## config.mk

```make
export PLATFORM = sky130hd
export DESIGN_NAME = bin_to_bcd_seq
export DESIGN_NICKNAME = d
export VERILOG_FILES = /design/src/rtl/bin_to_bcd_seq.sv
export SDC_FILE = /design/constraint.sdc
export NUM_CORES = 1
export LEC_CHECK = 0
export ABC_AREA = 1
export BUFFER_PORTS_ARGS = -buffer_cell sky130_fd_sc_hd__buf_2
export CORE_UTILIZATION = 61
export DETAILED_ROUTE_END_ITERATION = 8
export PLACE_DENSITY = 0.94
export SLEW_MARGIN = 5
export SYNTH_ARGS = -nofsm -noshare
export SYNTH_HDL_FRONTEND = slang
export SYNTH_SLANG_ARGS = --single-unit
```

## constraint.sdc

```tcl
create_clock -name CLK -period 4 [get_ports CLK]
set_clock_uncertainty 0.1 [all_clocks]
set_input_delay 0.4 -clock CLK [delete_from_list [all_inputs] [get_ports CLK]]
set_output_delay 0.4 -clock CLK [all_outputs]
set_load 0.005 [all_outputs]
```

## src/rtl/bin_to_bcd_seq.sv

```systemverilog
// ---------------------------------------------------------------------------
// bin_to_bcd_seq
//   Sequential binary to packed-BCD converter (shift-add-3 / double dabble).
//   One add-3 + shift iteration per clock, BIN_W iterations per conversion.
//   Optional two's-complement input: the magnitude is converted and the sign
//   is reported on NEG. Results that do not fit in DIGITS decimal digits
//   saturate to all 9s and raise OVF.
//
// Ports
//   CLK     in   system clock
//   RST     in   synchronous reset, active-high
//   START   in   conversion request, sampled only while idle
//   BIN     in   binary value [BIN_W-1:0], sampled on the accepting edge
//   BUSY    out  high while a conversion is in progress
//   DONE    out  one-cycle pulse, BCDOUT/NEG/OVF freshly updated
//   BCDOUT  out  packed BCD result [4*DIGITS-1:0], ones digit at [3:0]
//   NEG     out  sign of the last result (always 0 when SIGNED=0)
//   OVF     out  last result exceeded 10^DIGITS-1
// ---------------------------------------------------------------------------
module bin_to_bcd_seq #(
    parameter int BIN_W  = 16,
    parameter int DIGITS = 5,
    parameter int SIGNED = 0
) (
    input  logic                  CLK,
    input  logic                  RST,
    input  logic                  START,
    input  logic [BIN_W-1:0]      BIN,
    output logic                  BUSY,
    output logic                  DONE,
    output logic [4*DIGITS-1:0]   BCDOUT,
    output logic                  NEG,
    output logic                  OVF
);

    localparam int BCD_W = 4 * DIGITS;
    localparam int SR_W  = BCD_W + BIN_W;
    localparam int CNT_W = $clog2(BIN_W + 1);

    typedef enum logic [1:0] {
        S_IDLE,
        S_CONV,
        S_FIN
    } state_t;

    state_t             r_state;
    state_t             w_state_next;

    // {bcd field, binary field}; the binary field drains into the bcd field.
    logic [SR_W-1:0]    r_sr;
    logic [CNT_W-1:0]   r_cnt;
    logic               r_ovf_sticky;
    logic               r_sign;

    logic [BCD_W-1:0]   w_bcd_adj;
    logic [BCD_W-1:0]   w_bcd_sat;
    logic [SR_W-1:0]    w_sr_shift;
    logic               w_shift_out;
    logic               w_neg_in;
    logic [BIN_W-1:0]   w_mag;
    logic               w_last;

    // Per-digit add-3 correction; digits are independent 4-bit adds.
    generate
        for (genvar gi = 0; gi < DIGITS; gi++) begin : g_digit
            assign w_bcd_adj[4*gi +: 4] = (r_sr[BIN_W + 4*gi +: 4] >= 4'd5)
                                        ? r_sr[BIN_W + 4*gi +: 4] + 4'd3
                                        : r_sr[BIN_W + 4*gi +: 4];
            assign w_bcd_sat[4*gi +: 4] = 4'h9;
        end
    endgenerate

    // The MSB of the corrected top digit leaves the register on the shift;
    // any such bit means the value has reached 10^DIGITS.
    assign w_shift_out = w_bcd_adj[BCD_W-1];
    assign w_sr_shift  = {w_bcd_adj[BCD_W-2:0], r_sr[BIN_W-1:0], 1'b0};

    // Negation in BIN_W bits: the most negative input maps to 2^(BIN_W-1),
    // which is the right magnitude when read as unsigned.
    assign w_neg_in = (SIGNED != 0) && BIN[BIN_W-1];
    assign w_mag    = w_neg_in ? -BIN : BIN;

    assign w_last   = (r_cnt == CNT_W'(BIN_W - 1));

    always_ff @(posedge CLK) begin
        if (RST) begin
            r_state <= S_IDLE;
        end else begin
            r_state <= w_state_next;
        end
    end

    always_comb begin
        w_state_next = r_state;
        case (r_state)
            S_IDLE:  if (START) w_state_next = S_CONV;
            S_CONV:  if (w_last) w_state_next = S_FIN;
            S_FIN:   w_state_next = S_IDLE;
            default: w_state_next = S_IDLE;
        endcase
    end

    always_ff @(posedge CLK) begin
        if (RST) begin
            r_sr         <= '0;
            r_cnt        <= '0;
            r_ovf_sticky <= 1'b0;
            r_sign       <= 1'b0;
            BUSY         <= 1'b0;
            DONE         <= 1'b0;
            BCDOUT       <= '0;
            NEG          <= 1'b0;
            OVF          <= 1'b0;
        end else begin
            DONE <= 1'b0;
            case (r_state)
                S_IDLE: begin
                    if (START) begin
                        r_sr         <= {{BCD_W{1'b0}}, w_mag};
                        r_cnt        <= '0;
                        r_ovf_sticky <= 1'b0;
                        r_sign       <= w_neg_in;
                        BUSY         <= 1'b1;
                    end
                end
                S_CONV: begin
                    r_sr         <= w_sr_shift;
                    r_cnt        <= r_cnt + CNT_W'(1);
                    r_ovf_sticky <= r_ovf_sticky | w_shift_out;
                end
                S_FIN: begin
                    BCDOUT <= r_ovf_sticky ? w_bcd_sat : r_sr[SR_W-1:BIN_W];
                    OVF    <= r_ovf_sticky;
                    NEG    <= r_sign;
                    DONE   <= 1'b1;
                    BUSY   <= 1'b0;
                end
                default: ;
            endcase
        end
    end

endmodule
```

; ---- Yosys cells after proc, flatten, opt, wreduce, memory -nomap -nowiden
; Cells that the tools add are included.
[op_classes]
add_sub_neg = 6
multipliers = 0
div = 0
order_cmp = 5
n_eq_ne = 5
shift = 0
mux = 18
bitwise_logic = 1
reduce_logical = 6
[op_table]
columns = op, n
row1 = case mux 36 bit (2 select lines), 1
row2 = 2-to-1 mux 36 bit, 1
row3 = "adder 4 x 2 -> 4 bit, second input constant", 5
row4 = ">= comparator 4 x 3 -> 1 bit, second input constant", 5
row5 = 2-to-1 mux 20 bit, 1
row6 = 2-to-1 mux 4 bit, 5
row7 = case mux 5 bit (2 select lines), 1
row8 = AND reduction 2 bit, 3
row9 = "adder 5 x 1 -> 5 bit, second input constant", 1
row10 = "equality test 5 x 4 -> 1 bit, second input constant", 1
row11 = 2-to-1 mux 5 bit, 1
row12 = 2-to-1 mux 2 bit, 2
row13 = "inequality test 2 bit, second input constant", 2
row14 = case mux 1 bit (2 select lines), 2
row15 = case mux 2 bit (2 select lines), 1
row16 = nonzero test 2 bit, 2
row17 = 2-to-1 mux 1 bit, 3
row18 = "equality test 2 x 1 -> 1 bit, second input constant", 1
row19 = "equality test 2 bit, second input constant", 1
row20 = logical NOT 2 bit, 1
row21 = OR 1 bit, 1
[word_totals]
regBits = 67
latch_bits = 0
ramBits = 0
rom_bits = 0
input_bits = 19
word_cells = 49
mem_count = 0

; ---- Longest topological paths before layout
[logic_depth]
word_depth = 4
mapped_depth = 9
depth_no_buf = 9

; ---- Worst setup path after synthesis
; No wires, ideal clock.
[synth_path]
kind = flip-flop to flip-flop
start = register r_sr[16]
end = register r_sr[20]
t_arrival_ps = 1117
required_ps = 3835
slack_ps = 2718
stages_incl_launch_ff = 10
path_buffers = 0
cell_sequence = dfxtp_1 -> inv_1 -> ha_1 -> inv_1 -> nand2_1 -> nand3_1 -> nand2_1 -> nor2_1 -> nor2_1 -> nor2_1
[synth_via]
elab_chain_cells = 3
elab_cells_between_ends = 4
[synth_rtl]
columns = element, line_no
row1 = from (decl), 50  ; logic [SR_W-1:0] r_sr;
row2 = from (signal assigned), 119  ; r_sr <= {{BCD_W{1'b0}}, w_mag};
row3 = from (signal assigned), 127  ; r_sr <= w_sr_shift;
row4 = adder 4 x 2 -> 4 bit / >= comparator 4 x 3 -> 1 bit (equally long branches), "67, 66"
row5 = 2-to-1 mux 4 bit *, 67  ; ? r_sr[BIN_W + 4*gi +: 4] + 4'd3
row6 = case mux 36 bit (2 select lines) *, 116  ; case (r_state)
; Every way passes the cells marked *; elsewhere a longest branch is shown, timed or not.
; A chain may end at the register's enable or synchronous reset.

; ---- Worst setup path after layout
[layout_path]
start = register r_state[1]
end = register BCDOUT[13]
[layout_via]
elab_chain_cells = 1
[layout_rtl]
columns = element, line_no
row1 = from (decl), 46  ; state_t r_state;
row2 = from (signal assigned), 89  ; r_state <= w_state_next;
row3 = equality test 2 bit, 116
row4 = to (signal assigned), 132  ; BCDOUT <= r_ovf_sticky ? w_bcd_sat : r_sr[SR_W-1:BIN_W];
row5 = to (decl), 31  ; output logic [4*DIGITS-1:0] BCDOUT,
; No other way between the ends.

==> results by group <==
Run status
  – Outcome: finished clean

Routing
  – Pre-antenna DRT Iters: 5
  – WL/cell: 13.1 um
  – DRC: 0
  – Drt total wl: 6880 um
  – Post-route ant nets: 0
  – Vias: 2886
  – 1st-iter DRT viols: 217
  – Post-DR vias/cell: 5.49

Place
  – Port buffer count: 41
  – DPL Wire Length: between 4000 and 5000 um
  – GP Congestion: 0.811

STA
  – Final Hold Fails: 0
  – Final slew viol count: 0
  – RSZ-0062 raised after global routing: false
  – Max Clk Rate: 0.534 GHz
  – Headroom to the max-slew limit: 0.449
  – Setup TNS after final layout: 0 ps
  – Min Tclk post-route: 1870 ps
  – # setup viols final: 0
  – Slew @ Worst Pin: 825 ps
  – Final worst path period share: 0.468

Logic synthesis
  – Post-Synthesis Cells: 420
  – Post-synth EDFFs: 0
  – Post-synth top cells: nand2_1 (104), dfxtp_1 (67), a21oi_1 (56)
  – Synth Flop Type: dfxtp_1
  – Ranking of synthesized cells by area: dfxtp_1 (44%), nand2_1 (13%), a21oi_1 (9.2%)
  – Post-synthesis cell type count: 23
  – Seq/Total Area, Yosys: 0.439
  – Area leader, netlist: dfxtp_1
  – Most numerous cell in the Yosys netlist: nand2_1
  – Synthesized flop and latch total: 67
  – Post-synth ARST share: 0
  – Synth Net Count: 451
  – Netlist Area Pre-Place: 0.00306 mm^2
  – Ys Warns: 0
  – Syn_area_per_cell: 7.28 um^2
  – Area share of the largest cell type after synthesis: 0.439

Clock network
  – Clock latency on the worst-skew pair: approximately 350 ps
  – H-tree lvl count: 3
  – CTS tree: built
  – Num CTS Buffers: 9
  – CTS sink count: 67
  – Clk buf depth: 2
  – PostCTS Resize Cnt: 0
  – Post-CTS Hold Buffers: 0
  – Root Driver: clkbuf_8
  – Post-CTS setup buffer count: 0
  – Worst-path clk slew: 70 ps

Global routing
  – Largest net degree at the start of global routing: 40
  – Vias in the first global route: between 2000 and 3000
  – First-pass GRT wire length: about 12000 um
  – GRT Util Overall: 0.289
  – Grt ovf: 0
  – Initial antenna violation count: 0

Finish
  – Filler cells: 369
  – NumNets Final: 485
  – Register area: 0.00134 mm^2
  – Layout cells sized above 1: 0.137
  – Area occupied by multi-input gates: 0.00142 mm^2
  – Post-Route Utilization: 0.725
  – Antenna Cells: 0
  – Synthesis-to-finish area growth: 13.5%

Floorplan
  – Die Span Y: 72.8 um
  – Die X-Extent: 72.8 um
  – Io pins: 43
  – Core area: 0.00479 mm^2
  – Die ar.: 0.00530 mm^2
  – Starting density of the core: 0.639
  – Rows: 25

Critical path
  – Worst setup SP type: flip-flop
  – Worst path most repeated cell: inv_2
  – CP delay by family, top: simple AND/OR/NAND/NOR gates
  – Worst path cell trace: inv_2 -> nor2_2 -> inv_2 -> nor2_8 -> nand2_1 -> a21oi_1
  – Worst Path Max Fanout: 19
  – Critical path origin: r_state[1]
  – Critical Path End Type: flip-flop
  – CP max-delay cell: nor2_2
  – Data required time of the worst path: 4170 ps
  – CP Data Arrival Time: a little over 2000 ps
  – CP Buf/Inv Count: 2
  – Reg2reg start: r_state[1]
  – Slowest cell delay on critical path: 410 ps
  – Setup CP Type: reg2reg

Hold path
  – HP Start: BIN[0]
  – HP Class: in2reg

Pwr
  – Pwr Density: roughly 390 mW/mm^2
  – Final Power: between 1 and 1.5 mW
  – Static leakage: 1.49 nW
  – Worst VDD drop: 0.217 mV

Run
  – Max cap viols: 0
==> worst register-to-register path: cells and delay by family, from the launching register on <==
kind	cells	cell delay (ps)
buffers and inverters	2	360
flip-flops	1	360
AO/OA/AOI/OAI	1	160
AND/OR/NAND/NOR	3	820
==> through the flow <==
| step | hold WS, ps | cell area [um^2] | std cells | setup slack [ps] |
|---|---|---|---|---|
| global placement | 337 | 3260 | 510 | 1870 |
| floorplan | 325 | 3060 | 420 | 2720 |
| global route | 224 | 3470 | 526 | 1930 |
| detailed placement | 346 | 3260 | 510 | 1850 |
| CTS | 200 | 3470 | 526 | 2140 |
| finish | 206 | 3470 | 526 | 2130 |
==> power by group <==
part / internal, mW / switching, mW
clock: 0.340 / 0.245
combinational: 0.0292 / 0.0634
sequential: 0.686 / 0.00735
==> sequential cells by signal, summed over array words and instances (netlist names) <==
name          count
r_sr             36
OVF               1
r_ovf_sticky      1
r_state           2
DONE              1
r_cnt             5
BCDOUT           20
BUSY              1
==> cell usage in the layout, fill, tap and decap left out <==
| cell type | instances |
|---|---|
| o21ai_2 | 1 |
| clkbuf_1 | 3 |
| inv_1 | 50 |
| nand3_1 | 21 |
| o21ai_0 | 22 |
| buf_4 | 2 |
| a21oi_1 | 56 |
| nor3_1 | 3 |
| clkbuf_8 | 12 |
| buf_2 | 41 |
| a22oi_1 | 1 |
| ha_1 | 12 |
| nor2_1 | 26 |
| conb_1 | 1 |
| nand4_1 | 10 |
| nor2_2 | 2 |
| nor2_8 | 1 |
| dfxtp_1 | 67 |
| o211ai_1 | 20 |
| bufinv_16 | 1 |
| nand2_1 | 104 |
| nand3_2 | 1 |
| inv_2 | 2 |
==> layer usage <==
layer,global-route usage,part of all wire,up-vias,wire [um]
li1,-,-,1443,-
met2,0.484,0.49,108,3350
met1,0.348,0.43,1315,2940
met5,0,0,-,0
met4,0.142,0.022,0,151
met3,0.0704,0.063,20,435
==> cell type report <==
cell class	instances	share of cell area
Clock buffer	15	0.0508
Clock inverter	1	0.00865
Inverter	52	0.0562
Multi-Input combinational cell	281	0.410
Sequential cell	67	0.386
Tap cell	67	0.0242
Timing Repair Buffer	43	0.0634
==> final timing paths <==
kind | cells past startpoint | slack, ps | endpoint
worst min register to register | 2 | 360 | r_sr[5]
worst max-delay path | 6 | 2130 | BCDOUT[13]
worst min-delay path | 3 | 210 | r_sr[0]
worst max register to register | 6 | 2130 | BCDOUT[13]
==> logic make-up after synthesis <==
group | after synthesis | share of synthesized area
other | 1 | 0.00123
adders and majority gates | 12 | 0.0491
and+or+nand+nor | 168 | 0.233
AOI/OAI and AO/OA | 100 | 0.181
DFF | 67 | 0.439
buffers and inverters | 72 | 0.0966
No activity file was read; power rests on OpenSTA's default activity.
